File: src/rtl/reg_bank_arbiter_if.sv
// Bus bundle for the two-requester register bank arbiter.
// The master side is the pair of requesters; the slave side is the arbiter.
interface reg_bank_arbiter_if #(
    parameter int WIDTH = 8
);
    logic             req0;
    logic             req1;
    logic             rw0;
    logic             rw1;
    logic [1:0]       addr0;
    logic [1:0]       addr1;
    logic [WIDTH-1:0] d0;
    logic [WIDTH-1:0] d1;
    logic             ack0;
    logic             ack1;
    logic [1:0]       gnt;
    logic [WIDTH-1:0] q;
    logic             en;
    logic             busy;

    modport master (
        output req0, req1, rw0, rw1, addr0, addr1, d0, d1,
        input  ack0, ack1, gnt, q, en, busy
    );

    modport slave (
        input  req0, req1, rw0, rw1, addr0, addr1, d0, d1,
        output ack0, ack1, gnt, q, en, busy
    );
endinterface

File: src/rtl/reg_bank_arbiter.sv
// Two-requester round-robin arbiter in front of a small register bank.
// Each transaction runs IDLE -> STROBE -> DONE -> IDLE with fixed latency;
// operands are captured at grant so requesters may change them afterwards.
// All outputs are registered and derived from the next state.
module reg_bank_arbiter #(
    parameter int WIDTH = 8,
    parameter int DEPTH = 4
) (
    input  logic                 clk,
    input  logic                 rst_n,
    reg_bank_arbiter_if.slave    bus
);

    localparam int AW = 2;

    typedef enum logic [1:0] {
        IDLE   = 2'b00,
        STROBE = 2'b01,
        DONE   = 2'b10
    } state_t;

    state_t           state_r;
    state_t           state_s;

    // Arbitration and captured transaction
    logic             ptr_r;      // 0: requester 0 wins a tie
    logic             owner_r;
    logic             rw_r;
    logic [AW-1:0]    addr_r;
    logic [WIDTH-1:0] d_r;
    logic [WIDTH-1:0] bank_r [DEPTH];

    logic             take_s;
    logic             win_s;
    logic             sel_rw_s;
    logic [AW-1:0]    sel_addr_s;
    logic [WIDTH-1:0] sel_d_s;
    logic [WIDTH-1:0] rd_data_s;

    // Registered outputs and their next values
    logic [1:0]       gnt_r;
    logic [1:0]       gnt_s;
    logic             en_r;
    logic             en_s;
    logic             busy_r;
    logic             busy_s;
    logic             ack0_r;
    logic             ack0_s;
    logic             ack1_r;
    logic             ack1_s;
    logic [WIDTH-1:0] q_r;
    logic [WIDTH-1:0] q_s;

    function automatic logic [1:0] owner_onehot(input logic who);
        logic [1:0] oh;
        if (who) begin
            oh = 2'b10;
        end else begin
            oh = 2'b01;
        end
        return oh;
    endfunction

    // Pick the winner among the requests seen at this edge
    always_comb begin
        take_s = 1'b0;
        win_s  = ptr_r;
        if (bus.req0 && bus.req1) begin
            take_s = 1'b1;
            win_s  = ptr_r;
        end else if (bus.req0) begin
            take_s = 1'b1;
            win_s  = 1'b0;
        end else if (bus.req1) begin
            take_s = 1'b1;
            win_s  = 1'b1;
        end else begin
            take_s = 1'b0;
            win_s  = ptr_r;
        end
    end

    // Route the winner's operands toward the holding registers
    always_comb begin
        sel_rw_s   = 1'b0;
        sel_addr_s = {AW{1'b0}};
        sel_d_s    = {WIDTH{1'b0}};
        if (win_s) begin
            sel_rw_s   = bus.rw1;
            sel_addr_s = bus.addr1;
            sel_d_s    = bus.d1;
        end else begin
            sel_rw_s   = bus.rw0;
            sel_addr_s = bus.addr0;
            sel_d_s    = bus.d0;
        end
    end

    // Next-state logic: a fixed three-step walk once a request is taken
    always_comb begin
        state_s = state_r;
        case (state_r)
            IDLE: begin
                if (take_s) begin
                    state_s = STROBE;
                end else begin
                    state_s = IDLE;
                end
            end
            STROBE:  state_s = DONE;
            DONE:    state_s = IDLE;
            default: state_s = IDLE;
        endcase
    end

    // Bank read port addressed by the captured address
    always_comb begin
        rd_data_s = bank_r[addr_r];
    end

    // Output values for the state being entered at the next edge
    always_comb begin
        gnt_s  = 2'b00;
        en_s   = 1'b0;
        busy_s = 1'b0;
        ack0_s = 1'b0;
        ack1_s = 1'b0;
        q_s    = {WIDTH{1'b0}};
        case (state_s)
            IDLE: begin
                gnt_s  = 2'b00;
                busy_s = 1'b0;
            end
            STROBE: begin
                // STROBE is only ever entered from IDLE, where the winner is live
                gnt_s  = owner_onehot(win_s);
                en_s   = 1'b1;
                busy_s = 1'b1;
            end
            DONE: begin
                gnt_s  = owner_onehot(owner_r);
                busy_s = 1'b1;
                ack0_s = ~owner_r;
                ack1_s = owner_r;
                // A write lands at this same edge, so forward the captured data
                if (rw_r) begin
                    q_s = d_r;
                end else begin
                    q_s = rd_data_s;
                end
            end
            default: begin
                gnt_s  = 2'b00;
                busy_s = 1'b0;
            end
        endcase
    end

    // State register
    always_ff @(posedge clk or negedge rst_n) begin
        if (!rst_n) begin
            state_r <= IDLE;
        end else begin
            state_r <= state_s;
        end
    end

    // Capture the winner and move the tie-break pointer away from it
    always_ff @(posedge clk or negedge rst_n) begin
        if (!rst_n) begin
            ptr_r   <= 1'b0;
            owner_r <= 1'b0;
            rw_r    <= 1'b0;
            addr_r  <= {AW{1'b0}};
            d_r     <= {WIDTH{1'b0}};
        end else if ((state_r == IDLE) && take_s) begin
            ptr_r   <= ~win_s;
            owner_r <= win_s;
            rw_r    <= sel_rw_s;
            addr_r  <= sel_addr_s;
            d_r     <= sel_d_s;
        end
    end

    // Bank storage: a write commits on the STROBE -> DONE edge only
    always_ff @(posedge clk or negedge rst_n) begin
        if (!rst_n) begin
            for (int i = 0; i < DEPTH; i++) begin
                bank_r[i] <= {WIDTH{1'b0}};
            end
        end else if ((state_r == STROBE) && rw_r) begin
            bank_r[addr_r] <= d_r;
        end
    end

    // Output registers
    always_ff @(posedge clk or negedge rst_n) begin
        if (!rst_n) begin
            gnt_r  <= 2'b00;
            en_r   <= 1'b0;
            busy_r <= 1'b0;
            ack0_r <= 1'b0;
            ack1_r <= 1'b0;
            q_r    <= {WIDTH{1'b0}};
        end else begin
            gnt_r  <= gnt_s;
            en_r   <= en_s;
            busy_r <= busy_s;
            ack0_r <= ack0_s;
            ack1_r <= ack1_s;
            q_r    <= q_s;
        end
    end

    assign bus.gnt  = gnt_r;
    assign bus.en   = en_r;
    assign bus.busy = busy_r;
    assign bus.ack0 = ack0_r;
    assign bus.ack1 = ack1_r;
    assign bus.q    = q_r;

endmodule

File: src/flat_wrapper.sv
// flat-port wrapper written by rule: the top's interface ports become plain ports
module reg_bank_arbiter_flat 
#(
    parameter int WIDTH = 8,
    parameter int DEPTH = 4
)
  (clk, rst_n, bus_req0, bus_req1, bus_rw0, bus_rw1, bus_addr0, bus_addr1, bus_d0, bus_d1, bus_ack0, bus_ack1, bus_gnt, bus_q, bus_en, bus_busy);
  reg_bank_arbiter_if #(.WIDTH(WIDTH)) bus_i ();
  input  logic clk;
  input  logic rst_n;
  input wire logic [$bits(bus_i.req0)-1:0] bus_req0;
  input wire logic [$bits(bus_i.req1)-1:0] bus_req1;
  input wire logic [$bits(bus_i.rw0)-1:0] bus_rw0;
  input wire logic [$bits(bus_i.rw1)-1:0] bus_rw1;
  input wire logic [$bits(bus_i.addr0)-1:0] bus_addr0;
  input wire logic [$bits(bus_i.addr1)-1:0] bus_addr1;
  input wire logic [$bits(bus_i.d0)-1:0] bus_d0;
  input wire logic [$bits(bus_i.d1)-1:0] bus_d1;
  output wire logic [$bits(bus_i.ack0)-1:0] bus_ack0;
  output wire logic [$bits(bus_i.ack1)-1:0] bus_ack1;
  output wire logic [$bits(bus_i.gnt)-1:0] bus_gnt;
  output wire logic [$bits(bus_i.q)-1:0] bus_q;
  output wire logic [$bits(bus_i.en)-1:0] bus_en;
  output wire logic [$bits(bus_i.busy)-1:0] bus_busy;
  assign bus_i.req0 = bus_req0;
  assign bus_i.req1 = bus_req1;
  assign bus_i.rw0 = bus_rw0;
  assign bus_i.rw1 = bus_rw1;
  assign bus_i.addr0 = bus_addr0;
  assign bus_i.addr1 = bus_addr1;
  assign bus_i.d0 = bus_d0;
  assign bus_i.d1 = bus_d1;
  assign bus_ack0 = bus_i.ack0;
  assign bus_ack1 = bus_i.ack1;
  assign bus_gnt = bus_i.gnt;
  assign bus_q = bus_i.q;
  assign bus_en = bus_i.en;
  assign bus_busy = bus_i.busy;
  reg_bank_arbiter #(.WIDTH(WIDTH), .DEPTH(DEPTH)) u_core (.clk(clk), .rst_n(rst_n), .bus(bus_i));
endmodule
File: config.mk
export PLATFORM = sky130hd
export DESIGN_NAME = reg_bank_arbiter_flat
export DESIGN_NICKNAME = d
export VERILOG_FILES = /design/src/rtl/reg_bank_arbiter_if.sv /design/src/rtl/reg_bank_arbiter.sv /design/src/flat_wrapper.sv
export SDC_FILE = /design/constraint.sdc
export NUM_CORES = 1
export LEC_CHECK = 0
export CAP_MARGIN = 10
export CORE_MARGIN = 1
export CORE_UTILIZATION = 45
export CTS_BUF_LIST = sky130_fd_sc_hd__clkbuf_4
export DETAILED_ROUTE_END_ITERATION = 10
export PLACE_DENSITY = 0.7
export SLEW_MARGIN = 20
export SYNTH_ARGS = -nofsm -noshare
export SYNTH_HDL_FRONTEND = slang
export SYNTH_SLANG_ARGS = --single-unit
File: constraint.sdc
create_clock -name clk -period 1.7 [get_ports clk]
set_input_delay 0.17 -clock clk [delete_from_list [all_inputs] [get_ports clk]]
set_output_delay 0.17 -clock clk [all_outputs]
set_load 0.02 [all_outputs]
==> results.md, run 1 <==
* Synthesized area at 0.00260 mm²
* Clk_skew at 0.0111 ns
* Layout net count at 255
* Post-cts sizing count at 0
* Post-detailed-route wirelength per cell at 18.8 µm
* RSZ-0062 raised after global routing: false
* Int Power at 3.70 mW
* Critical Path AT at 1.87 ns
* Logic pwr share at 41.9%
* PD cells at 1740 mW/mm²
* Crit share post-route at 93.8%
* Final Hold Vio Count at 0
* Worst Tran Pin Value at 0.343 ns
* Root cell of the clock tree: clkbuf_4
* Post-route minimum period at 1.60 ns
* DRC errors left at 0
* Max Cap Viol at 0
* DR vias/cell at 5.68
* Yosys warning count at 0
* Synthesized flop and latch total at 61
* Slew Limit Fails at 0
* DIE WIDTH at 78.0 µm
* Post-DRT Antenna Nets at 0
* Syn_nets at 197
* Clk buf depth at 2
* CTS tree: yes
* Vias at 1737
* Final Power at 5.73 mW
* Reg clk slew, reported paths at 0.10 ns
* Cell total after placement at 289
* Pin count of the biggest net entering global routing at 57
* HP Class: in2async
* Die area at 0.00608 mm²
* Critical path startpoint category: register
* Share of cells above drive strength 1 at 33.3%
* Post-synthesis sequential area ratio at 58.8%
* Max-slew headroom at 77.1%
* Post-CTS setup buffer count at 0
* GRT Residual Overflow at 0
* Site Rows at 27
* Starting density of the core at 46.9%
* CTS sink cnt at 61
* VDD IR max at 0.773 mV
* PortBufs at 39
* Setup Viol. Count Final at 0
* Drt first pass iters at 4
* Post-CTS Hold Buffers at 1
* Top Ports at 40
* Vias in the first global route at 1858
* CP max FO at 9
* Net Sw Power at 2.03 mW
* Die H at 78.0 µm
* GRT Total Usage at 21.0%
* R2r setup slk at 0.10 ns
* Synthesized area per cell at 15.2 µm²
* Synth area leader: dfrtp_1
* Non-Filler Instances at 306
* Top FF cell, synth: dfrtp_1
* WP data required at 1.97 ns
* WS Path Type: reg2reg
* Top post-synthesis cells by count: dfrtp_1, mux2_2, a221o_1, and4_1, nor2_1
* Max Freq at 627 MHz
* Detailed Route WL at 5760 µm
* Clk_lat worst skew at 0.39 ns
* Post-DP HPWL at 3950 µm
* Area contributors post-synth: dfrtp_1, mux2_2, mux4_2, a221o_1, and4_1
* H-tree depth at 3
* Post-synth ARST share at 100%
* Leakage power at 1.51 nW
* Status: finished, final reports clean
* Global-route wire length before repair at 9350 µm
* CP endpoint kind: register
* Syn Inst Count at 171
* Yosys cell types at 24
* Starting DRT DRC Count at 127
* Routability cong. at 0.828
* Count leader, synth: dfrtp_1
* Top-area cell type share of the netlist area at 58.8%
* Num CTS Buffers at 9
* Core Region at 0.00554 mm²
* Clock power frac at 14.1%
* Final design utilization at 59.3%
* Reg power frac at 44.0%
* Total negative slack at 0 ns
* Ant. Diodes at 0
* Initial antenna violation count at 0
* Post-synth EDFFs at 0
* Sw Share at 35.4%
* Layout area overhead at 26.5%
kinds of logic after synthesis:
family	synth area share, %
muxes	23.9
buffers and inverters	2.50
and+or+nand+nor	9.15
AOI/OAI and AO/OA	5.68
DFF	58.8
layer usage:
metal | wire length (µm) | track usage [%] | part of all wire, %
met5 | 0 | 0 | 0
met4 | 128 | 11.7 | 2.2
met3 | 209 | 4.12 | 3.6
met2 | 3080 | 34.4 | 53
met1 | 2340 | 26.3 | 41
state kept, by name, indices dropped and copies added, names as in the netlist:
register         cells
u_core.state_r       2
u_core.bank_r       32
u_core.owner_r       1
u_core.bus.q         8
u_core.rw_r          1
u_core.ptr_r         1
u_core.bus.gnt       2
u_core.bus.ack1      1
u_core.d_r           8
u_core.addr_r        2
u_core.bus.busy      1
u_core.bus.en        1
u_core.bus.ack0      1
power by group through the flow:
stage / clock network [mW] / logic [mW] / registers [mW]
global placement: 0 / 2.35 / 2.50
finish: 0.809 / 2.40 / 2.52
CTS: 0.831 / 2.43 / 2.51
detailed placement: 0 / 2.42 / 2.54
global route: 0.908 / 2.57 / 2.60
floorplan: 0 / 1.43 / 2.57
layout make-up:
type                    count  area (µm²)
multi-input cells          96        1010
clock inverters             6        30.0
well taps                  72        90.1
inverters                   5        18.8
repair buffers             56         541
fillers                   455        2250
clock buffers              10        75.1
flip-flops and latches     61        1530
layout by cell type (no fill, tap or decap), drive strengths merged:
cell type and count:
buf 17, nor2 10, mux2i 8, nand4 1, a21o 1, dlygate4sd3 1
mux2 32, a221o 11, nand3 1, or2 1, inv 5, nor4b 1
clkinvlp 1, mux4 8, nand4b 1, o21ai 3, nand2 3, and4 11
nor3 1, and2 1, nand2b 1, clkinv 5, clkdlybuf4s50 38, dfrtp 61
a2111oi 1, clkbuf 10
through the flow:
step	hold slack [ns]	worst slack (ns)	instance area (µm²)
after global routing	0.143	0.0252	3290
after global placement	0.0113	0.147	3170
final	0.147	0.105	3290
after CTS	0.127	0.101	3290
after detailed placement	0.0131	0.0839	3170
after floorplan	-0.126	0.156	2600
worst max-delay path, stage by stage (launching register included):
cell and delay (ns):
dfrtp_1 0.42, nand2b_4 0.21, inv_1 0.16, nand4b_2 0.32, mux2_2 0.38
worst paths after layout:
check,startpoint,depth (start not counted),end
worst max-delay path,u_core.state_r[1],4,u_core.bank_r[21]
worst min-delay path,rst_n,2,u_core.bus.gnt[0]
worst max register to register,u_core.state_r[1],4,u_core.bank_r[21]
worst min register to register,u_core.owner_r,1,u_core.bus.ack0
max in group asynchronous,rst_n,3,u_core.bank_r[0]
min in group clk,bus_d1[1],2,u_core.d_r[1]
No activity file was read; power rests on OpenSTA's default activity.
==> run 2: changes to the inputs <==
Settings changed: ABC_CLOCK_PERIOD_IN_PS from default to 1700.
==> results of run 2 <==
No change in the layout: final DEF, timing and power equal those of run 1.
